[src/rtl/mem_arbiter.sv]
// mem_arbiter: shares one single-port memory bus between the instruction-fetch
// port (I) and the load/store port (D). Only one transaction is outstanding at
// a time. D has fixed priority, but I is forced through after STARVE_MAX
// consecutive D wins. Misaligned requests are answered locally with an error
// and never reach memory.
module mem_arbiter #(
    parameter int unsigned AW         = 32,
    parameter int unsigned DW         = 32,
    parameter int unsigned STARVE_MAX = 4
) (
    input  logic            clk,
    input  logic            resetn,
    input  logic            i_req,
    input  logic [AW-1:0]   i_addr,
    output logic            i_gnt,
    output logic            i_rvalid,
    output logic [DW-1:0]   i_rdata,
    output logic            i_err,
    input  logic            d_req,
    input  logic            d_we,
    input  logic [AW-1:0]   d_addr,
    input  logic [DW-1:0]   d_wdata,
    input  logic [DW/8-1:0] d_wstrb,
    output logic            d_gnt,
    output logic            d_rvalid,
    output logic [DW-1:0]   d_rdata,
    output logic            d_err,
    output logic            mem_req,
    output logic            mem_we,
    output logic [AW-1:0]   mem_addr,
    output logic [DW-1:0]   mem_wdata,
    output logic [DW/8-1:0] mem_wstrb,
    input  logic            mem_ready,
    input  logic            mem_rvalid,
    input  logic [DW-1:0]   mem_rdata
);

    localparam int unsigned CW = $clog2(STARVE_MAX + 1);
    localparam logic [CW-1:0] STARVE_LIM = CW'(STARVE_MAX);

    typedef enum logic [2:0] {
        IDLE,
        BUSY_I,
        BUSY_D,
        ERR_I,
        ERR_D
    } state_t;

    state_t        state, state_nxt;
    logic [CW-1:0] starve_cnt, starve_nxt;
    logic          busy_we, busy_we_nxt;
    logic          sel_d, sel_i;
    logic          i_mis, d_mis;

    assign i_mis = (i_addr[1:0] != 2'b00);
    assign d_mis = (d_addr[1:0] != 2'b00);

    // State, starvation counter and store flag of the outstanding transaction
    always_ff @(posedge clk or negedge resetn) begin
        if (!resetn) begin
            state      <= IDLE;
            starve_cnt <= '0;
            busy_we    <= 1'b0;
        end else begin
            state      <= state_nxt;
            starve_cnt <= starve_nxt;
            busy_we    <= busy_we_nxt;
        end
    end

    // Arbitration, next state and all outputs
    always_comb begin
        state_nxt   = state;
        starve_nxt  = starve_cnt;
        busy_we_nxt = busy_we;
        i_gnt       = 1'b0;
        i_rvalid    = 1'b0;
        i_rdata     = '0;
        i_err       = 1'b0;
        d_gnt       = 1'b0;
        d_rvalid    = 1'b0;
        d_rdata     = '0;
        d_err       = 1'b0;
        mem_req     = 1'b0;
        mem_we      = 1'b0;
        mem_addr    = '0;
        mem_wdata   = '0;
        mem_wstrb   = '0;
        sel_d       = d_req && !(i_req && (starve_cnt == STARVE_LIM));
        sel_i       = i_req && !sel_d;

        // Outputs are combinational from the requests, so they are held low
        // while resetn is asserted to keep every output at 0 during reset.
        if (resetn) begin
            case (state)
                IDLE: begin
                    if (sel_d) begin
                        if (d_mis) begin
                            d_gnt     = 1'b1;
                            state_nxt = ERR_D;
                        end else begin
                            mem_req   = 1'b1;
                            mem_we    = d_we;
                            mem_addr  = d_addr;
                            mem_wdata = d_wdata;
                            mem_wstrb = d_wstrb;
                            d_gnt     = mem_ready;
                            if (mem_ready) begin
                                state_nxt   = BUSY_D;
                                busy_we_nxt = d_we;
                            end
                        end
                        if (d_gnt && i_req && (starve_cnt != STARVE_LIM)) begin
                            starve_nxt = starve_cnt + CW'(1);
                        end
                    end else if (sel_i) begin
                        if (i_mis) begin
                            i_gnt     = 1'b1;
                            state_nxt = ERR_I;
                        end else begin
                            mem_req  = 1'b1;
                            mem_addr = i_addr;
                            i_gnt    = mem_ready;
                            if (mem_ready) begin
                                state_nxt   = BUSY_I;
                                busy_we_nxt = 1'b0;
                            end
                        end
                        if (i_gnt) begin
                            starve_nxt = '0;
                        end
                    end
                end
                BUSY_I: begin
                    if (mem_rvalid) begin
                        i_rvalid  = 1'b1;
                        i_rdata   = mem_rdata;
                        state_nxt = IDLE;
                    end
                end
                BUSY_D: begin
                    if (mem_rvalid) begin
                        d_rvalid  = 1'b1;
                        d_rdata   = busy_we ? '0 : mem_rdata;
                        state_nxt = IDLE;
                    end
                end
                ERR_I: begin
                    i_rvalid  = 1'b1;
                    i_err     = 1'b1;
                    state_nxt = IDLE;
                end
                ERR_D: begin
                    d_rvalid  = 1'b1;
                    d_err     = 1'b1;
                    state_nxt = IDLE;
                end
                default: state_nxt = IDLE;
            endcase
        end
    end

endmodule

[config.mk]
export PLATFORM = sky130hd
export DESIGN_NAME = mem_arbiter
export DESIGN_NICKNAME = d
export VERILOG_FILES = /design/src/rtl/mem_arbiter.sv
export SDC_FILE = /design/constraint.sdc
export NUM_CORES = 1
export LEC_CHECK = 0
export CELL_PAD_IN_SITES_DETAIL_PLACEMENT = 1
export CELL_PAD_IN_SITES_GLOBAL_PLACEMENT = 2
export CORE_AREA = 2 2 107 109
export CTS_CLUSTER_DIAMETER = 50
export DETAILED_ROUTE_END_ITERATION = 6
export DIE_AREA = 0 0 109 111
export DONT_BUFFER_PORTS = 1
export PLACE_DENSITY_LB_ADDON = 0.1
export SYNTH_ARGS = -nofsm -noshare
export SYNTH_HDL_FRONTEND = slang
export SYNTH_SLANG_ARGS = --single-unit
[constraint.sdc]
create_clock -name clk -period 2.6 [get_ports clk]
set_input_delay 0.65 -clock clk [delete_from_list [all_inputs] [get_ports clk]]
set_output_delay 0.65 -clock clk [all_outputs]
set_load 0.05 [all_outputs]
# Word-level counts from Yosys, hierarchy flattened
# Cells that the tools add are included.
# W data, S select, Z words.
totals:
  out_inout_bits: 140
  elab_cells: 109
  register_bits: 7
  in_bits: 139
op_classes:
  n_eq_ne: 14
  reduce_logical: 17
  add_sub_neg: 1
  n_mux: 74
op_table:
  columns: ["operator", "count"]
  rows:
  - ["$mux W32", 17]
  - ["$mux W1", 39]
  - ["$mux W3", 11]
  - ["$mux W4", 4]
  - ["$reduce_and A5 Y1", 2]
  - ["$reduce_bool A2 Y1", 5]
  - ["$ne A4 B4 Y1 const B", 2]
  - ["$reduce_and A7 Y1", 1]
  - ["$eq A3 B2 Y1 const B", 2]
  - ["$eq A3 B3 Y1 const B", 2]
  - ["$ne A2 B2 Y1 const B", 3]
  - ["$ne A3 B3 Y1 const B", 2]
  - ["$pmux W3 S2", 1]
  - ["$logic_and A1 B1 Y1", 5]
  - ["$ne A2 B1 Y1 const B", 2]
  - ["$pmux W1 S2", 2]
  - ["$add A3 B1 Y3 const B", 1]
  - ["$eq A3 B1 Y1 const B", 1]
  - ["$logic_not A3 Y1", 1]
  - ["$logic_not A1 Y1", 2]
  - ["$reduce_or A2 Y1", 1]

# Depth between registers and ports, before layout
# Gate-level depths: netlist (run 1).
depth:
  word_depth: 14
  mapped_depth: 7
  mapped_depth_nobuf: 6

# Worst setup path after synthesis (run 1)
# OpenSTA, ideal clock, no wires.
synth_timing:
  path_type: "input port to output port"
  start: "in resetn"
  end: "out i_gnt"
  arrival_time_ns: 2.770
  path_buffers: 0
  cell_stages: 2
  slack_ns: -0.820
  t_required_ns: 1.950
  path_cell_list: "or4b_4 -> nor4_1"
synth_between:
  elab_chain_len: 1
synth_lines:
  columns: ["element", "line", "source"]
  rows:
  - ["from (decl)", "12", "input logic resetn,"]
  - ["$mux W1", "94", "if (resetn) begin"]
  - ["to (decl)", "15", "output logic i_gnt,"]
# Every way passes these cells.

# Worst setup path after layout (run 1)
layout_timing:
  start: "reg state[0]"
  end: "out mem_wdata[20]"
layout_between:
  elab_chain_len: 3
layout_lines:
  columns: ["element", "line", "source"]
  rows:
  - ["from (decl)", "49", "state_t state, state_nxt;"]
  - ["from (signal assigned)", "65", "state <= state_nxt;"]
  - ["$logic_not A3 Y1", "95", "case (state)"]
  - ["$mux W32", "95", null]
  - ["$mux W32", "94", null]
  - ["to (decl)", "31", "output logic [DW-1:0] mem_wdata,"]
# Every way passes these cells.

==> results.ini, run 1 <==
[power_and_ir_drop]
switchingPower_mw = 1.189
switching_share_pct = 51.34
p_leak_nw = 1.824
pwr-share-comb_pct = 80.5
power_frac_seq_pct = 8.2
ir_worst_vdd_mv = 0.2256
power_density_nw_per_um2 = 489.6
intPower_mw = 1.127
clock_power_share_pct = 11.3

[logic_synthesis]
ys_ff_latch = 7
synth_edf_count = 0
synthArstFlopShare_pct = 100.0
synth_top_cell_area_share_pct = 23.49
yosysMostFrequentCell = and2_1
syn_area_sq_um = 1704
syn_inst = 287
ys_warn_count = 0
yosysUniqueCellTypes = 33
avgSynthCellArea_sq_um = 5.938
synth_ff_type = dfrtp_1
synth_area_leaders = and2_1 (23%), and3_1 (15%), nand2_1 (14%)
synth_commonest_cells = and2_1 (64), nand2_1 (63), and3_1 (40)
ys_seq_area_share_pct = 10.28
yosys.area.top_type = and2_1

[timing]
slew_headroom_pct = 64.55
finalMaxSlewViolations = 0
min_period_over_period_pct = 102.1
rsz0062_at_grt = true
worstMarginPinSlew_ns = 0.5337
fin_ws_ns = -0.05400
hold_viol = 0
fin_skew_ns = 0.002294
finalSetupViolCount = 33
max_freq_mhz = 376.8
fin_crit_ns = 2.654

[setup_path]
critPathSlowestCell = or4b_4
cp.buffers_inverters = 2
cp.required_ns = 1.95
crit_arrival_ns = 2.00
cp_max_fo = 19
path_cells = or4b_4 -> nor3_4 -> buf_6 -> clkbuf_16 -> and3_4
start_kind = register
cpPeakStageDelay_ns = 0.57
crit_family = simple AND/OR/NAND/NOR gates
critical_path_class = reg -> out
cp-end-kind = output port

[status]
violations = negative setup slack
status = finished with violations

[cells_and_area]
fin_nets = 535
finish.utilization_pct = 42.70
regArea_sq_um = 175.2
diodes = 0
multi_input_area_sq_um = 1993
drive_gt1_share_pct = 55.73
area_delta_synth_final_pct = 177.5
fill_cells = 1195

[drt]
first_pass_iters = 4
antenna_left = 0
viasPerCell = 4.668
via_count = 2502
drtIter0Drc = 92
drc = 0
finalWirelength_mm = 10.28
avgRoutedWirePerCell_um = 19.18

[die]
rows = 39
initial_core_util_pct = 15.38
core-area_sq_um = 11080
die_y_um = 111
io_pins = 279
die_w_um = 109
die-area_sq_um = 12100

[placed_design]
gp_congestion = 0.7495
portBuffers = 0
hpwl_mm = 8.260
dp_slack_ns = -0.01837

[global_routing]
grt_pass1_wl_mm = 14.41
grt_overflow = 0
grt_antenna_before_repair = 0
grt_usage_pct = 14.93
grt_max_degree = 43
first_global_vias = 2500

[clock_network]
cts.path.max_buffers = 2
insertion_delay_ns = 0.23
htreeDepth = 1
holdBufCountCts = 0
cts_buffers = 3
path_clk_slew_ns = 0.04
cts_tree = yes
cts_root_buffer = clkbuf_16
cts_num_sinks = 7

[flow_run]
maxCapViolations = 0

[worst_hold_path]
holdCritPathClass = in -> async

-- worst register-to-register path: cells and delay by family, from the launching register on --
family,cells,cell delay (ns)
buffers and inverters,1,0.19
and+or+nand+nor,1,0.57
DFF,1,0.38
AOI/OAI and AO/OA,3,0.69
-- cells by family (layout without fill, tap and decap cells) --
logic type,after synthesis,after routing,share of synthesized area (%)
flip-flops,7,7,10.28
adder cells (fa/ha/maj),2,2,1.468
AND/OR/NAND/NOR,195,195,61.53
other,1,2,0.2201
buffers and inverters,33,138,9.251
AO/OA/AOI/OAI,49,49,17.26
-- flip-flops by register name, indices dropped and copies added (netlist names) --
register,flops
state,3
busy_we,1
starve_cnt,3
-- path summary, 6_finish.rpt --
check / from / endpoint / slack, ns / cells past startpoint
worst max-delay path: state[0] / mem_wdata[20] / -0.05 / 5
worst min-delay path: resetn / starve_cnt[2] / 0.12 / 0
worst max register to register: state[0] / starve_cnt[0] / 0.65 / 5
worst min register to register: busy_we / busy_we / 0.55 / 1
max in group asynchronous: resetn / starve_cnt[1] / 2.41 / 0
min in group clk: resetn / state[2] / 0.52 / 1
-- power groups by stage --
stage	clock network [mW]	logic, mW	registers, mW
after CTS	0.269	1.66	0.184
after detailed placement	0	1.64	0.183
final	0.262	1.87	0.189
after global routing	0.279	1.97	0.195
after global placement	0	1.62	0.180
after floorplan	0	0.967	0.181
-- cells in the final DEF, fill, tap and decap left out, drive strengths merged --
| cell type | count |
|---|---|
| buf | 123 |
| and2 | 64 |
| nand2 | 63 |
| and3 | 40 |
| a21oi | 33 |
| clkbuf | 8 |
| dfrtp | 7 |
| inv | 7 |
| nor2 | 7 |
| o21ai | 6 |
| nand3 | 5 |
| nor3 | 5 |
| nand4 | 3 |
| o31ai | 2 |
| conb | 2 |
| nand2b | 2 |
| ha | 2 |
| or4b | 1 |
| or3b | 1 |
| nor2b | 1 |
| nor3b | 1 |
| nor4 | 1 |
| a311oi | 1 |
| a21boi | 1 |
| o2111ai | 1 |
| a21bo | 1 |
| o22ai | 1 |
| a21o | 1 |
| a31oi | 1 |
| or3 | 1 |
| o211ai | 1 |
-- layer usage --
layer | global-route usage (%) | vias up | routed length [um]
met5 | 0 | - | 0
met4 | 2.650 | 0 | 80
met3 | 3.292 | 6 | 902
met2 | 30.27 | 138 | 5938
met1 | 15.10 | 1193 | 3360
li1 | - | 1165 | -
-- cell type report --
type                       count  share of cell area, %
timing repair buffer         127                  48.15
multi-input combinational    248                  42.14
tap                          143                  3.783
sequential                     7                  3.704
clock buffer                   4                  1.667
inverter                       7                 0.5556
-- metrics by stage --
| stage | setup TNS (ns) | hold WS (ns) | std cells | instance area (sq um) | power, mW |
|---|---|---|---|---|---|
| 2_1_floorplan | -5.480 | 0.3544 | 288 | 1957 | 1.148 |
| 3_3_place_gp | 0 | 0.3554 | 522 | 4154 | 1.798 |
| 3_5_place_dp | -0.1696 | 0.3553 | 522 | 4154 | 1.822 |
| 4_1_cts | -0.6171 | 0.1120 | 527 | 4278 | 2.115 |
| 5_1_grt | -2.975 | 0.1071 | 536 | 4730 | 2.445 |
| 6_report | -1.160 | 0.1167 | 536 | 4730 | 2.316 |
-- repair_timing --
item,CTS,global route
endpoints found under the setup margin,47,131
pin swaps,1,26
buffers inserted,0,5
cloned,1,4
resized for setup,6,59
hold endpoints to repair,0,0
Note: power is estimated with default switching activity, not from simulation.
==> run 2: changes to the inputs <==
- PLACE_DENSITY: not set -> 0.66
- PLACE_DENSITY_LB_ADDON: 0.1 -> not set
- SKIP_LAST_GASP: not set -> 1
==> run 2 against run 1 <==
Net effect: the run still ends with negative setup slack left; clock power hardly changed; register-to-register slack gained 0.06 ns; largest power group unchanged; combinational power decreased by 5%; routed wire length is 1.0% lower; sequential power barely moved; clock skew fell by 0.0021 ns; first-iteration DRC count rose by 27%; critical path type unchanged; final cell count rose by 1.7%; power shrank 4.5%.
==> results.ini, run 2 (same netlist as run 1, synthesis figures left out) <==
[setup_path]
crit_family = buffers and inverters
cp.required_ns = 1.95  ; about the same
reg2reg_from = state[2]
crit_arrival_ns = 1.99  ; about the same
cp-end-kind = output port
cpPeakStageDelay_ns = 0.38  ; -0.19 ns
critPathSlowestCell = dfrtp_1
start_kind = register
cp_common_cell = buf_12
cp_max_fo = 8  ; -11
critical_path_class = reg -> out
reg2reg_depth = 5  ; unchanged
r2r_slack_ns = 0.71  ; +0.06 ns
cp.buffers_inverters = 5  ; +3
path_cells = buf_4 -> nand2b_4 -> nor3_4 -> buf_6 -> o21ai_4 -> buf_12 -> clkbuf_16 -> a21oi_4 -> buf_12
r2r_end = starve_cnt[2]

[die]
io_pins = 279  ; unchanged
rows = 39  ; unchanged
die_w_um = 109  ; unchanged
die_y_um = 111  ; unchanged
initial_core_util_pct = 15.38  ; unchanged
core-area_sq_um = 11080  ; unchanged
die-area_sq_um = 12100  ; unchanged

[clock_network]
cts_root_buffer = clkbuf_16
path_clk_slew_ns = 0.04  ; about the same
cts_num_sinks = 7  ; unchanged
cts_tree = yes
htreeDepth = 1  ; unchanged
holdBufCountCts = 0  ; unchanged
cts.path.max_buffers = 2  ; unchanged
cts_buffers = 3  ; unchanged
insertion_delay_ns = 0.23  ; about the same

[timing]
finalSetupViolCount = 24  ; -27%
fin_crit_ns = 2.642  ; -0.01175 ns
hold_slack_ns = 0.1203  ; +0.003607 ns
fin_ws_ns = -0.04225  ; +0.01175 ns
slew_headroom_pct = 63.68  ; -0.86 points
max_freq_mhz = 378.5  ; +0.44%
finalMaxSlewViolations = 0  ; unchanged
min_period_over_period_pct = 101.6  ; -0.45 points
rsz0062_at_grt = true
worstMarginPinSlew_ns = 0.5467  ; +0.01302 ns
fin_skew_ns = 0.0001954  ; -0.002099 ns
hold_viol = 0  ; unchanged

[power_and_ir_drop]
ir_worst_vdd_mv = 0.2730  ; +21%
p_leak_nw = 1.848  ; +1.3%
power_density_nw_per_um2 = 490.1  ; about the same
switching_share_pct = 52.37  ; +1.0 points
switchingPower_mw = 1.158  ; -2.6%
clock_power_share_pct = 11.7  ; +0.4 points
power_frac_seq_pct = 8.4  ; +0.2 points
pwr-share-comb_pct = 79.9  ; -0.6 points
intPower_mw = 1.053  ; -6.5%

[status]
status = finished with violations
violations = negative setup slack

[cells_and_area]
fin_nets = 544  ; +1.7%
drive_gt1_share_pct = 55.72  ; about the same
area_delta_synth_final_pct = 164.8
final_common_cell = buf_12
final_cell_mix = buf_12 (81), and2_1 (64), nand2_1 (63), buf_4 (48), a21oi_4 (29)
final_area_sq_um = 4513  ; -4.6%
stdcell_count = 545  ; +1.7%
fill_cells = 1243  ; +4.0%
diodes = 0  ; unchanged
finish.utilization_pct = 40.74  ; -2.0 points
top_regs = starve_cnt x3, state x3, busy_we x1

[drt]
avgRoutedWirePerCell_um = 18.68  ; -2.6%
viasPerCell = 4.622  ; -0.98%
drtIter0Drc = 117  ; +27%
first_pass_iters = 4  ; unchanged
drc = 0  ; unchanged
antenna_left = 0  ; unchanged
via_count = 2519  ; +0.68%
finalWirelength_mm = 10.18  ; -1.0%

[global_routing]
grt_max_degree = 39  ; -9.3%
grt_antenna_before_repair = 0  ; unchanged
grt_overflow = 0  ; unchanged
grt_usage_pct = 14.23  ; -0.70 points
first_global_vias = 2539  ; +1.6%
grt_pass1_wl_mm = 13.70  ; -5.0%

[worst_hold_path]
holdCritPathClass = in -> async

[placed_design]
gp_congestion = 0.7698  ; +2.7%
dp.cells = 533  ; +2.1%
hpwl_mm = 8.170  ; -1.1%
place_area_sq_um = 3980  ; -4.2%
portBuffers = 0  ; unchanged

[flow_run]
maxCapViolations = 0  ; unchanged

[run 2: cell count changes in the layout (fill, tap and decap cells not counted), sizes merged]
cell and delta:
buf +10, clkbuf -1
[run 2: layer usage]
layer	part of all wire (%)	GRT usage [%]	vias up
met3	12	5.350	6
li1	-	-	1191
met2	52	25.76	166
met4	0.97	3.162	0
met5	0	0	-
met1	35	15.45	1156
[run 2: power by group through the flow]
stage	Sequential, mW	Combinational [mW]	Clock [mW]
after global routing	0.194	1.86	0.268
after floorplan	0.181	0.967	0
after global placement	0.181	1.50	0
after CTS	0.186	1.59	0.262
final	0.186	1.77	0.259
after detailed placement	0.186	1.54	0
[run 2: layout make-up]
class / instances / area (sq um) / share of cell area (%)
inverters: 7 / 26.28 / 0.5822
repair buffers: 136 / 2118 / 46.94
clock buffers: 4 / 78.83 / 1.747
well taps: 143 / 178.9 / 3.965
multi-input cells: 248 / 1936 / 42.89
flip-flops and latches: 7 / 175.2 / 3.881
[run 2: worst register-to-register path: stages, from the launching register on]
cell,delay [ns]
dfrtp_1,0.37
or4b_4,0.56
buf_4,0.18
a311oi_4,0.30
a21boi_2,0.24
o211ai_1,0.10
[run 2: worst max path at each step]
stage,depth (start not counted),to,startpoint
final,9,mem_addr[12],state[0]
after global routing,9,mem_addr[12],state[0]
after CTS,4,mem_wdata[20],state[0]
after detailed placement,6,mem_addr[12],i_addr[0]
after global placement,6,mem_addr[12],i_addr[0]
after floorplan,5,mem_addr[10],i_addr[0]
[run 2: through the flow]
step                      worst slack [ns]  TNS (ns)  power [mW]
final                             -0.04225   -0.5267       2.212
after global routing               -0.1175    -4.338       2.322
after CTS                         -0.04340   -0.8520       2.034
after detailed placement          -0.06934   -0.1383       1.727
after global placement            -0.06281   -0.1304       1.683
after floorplan                    -0.1894    -5.480       1.148
[run 2: repair_timing]
action                                  in CTS  in global routing
pin swaps                                   17                  8
cloned                                       1                  4
endpoints found under the setup margin      47                 69
gates resized for setup                      5                 47
buffers inserted                             0                  3
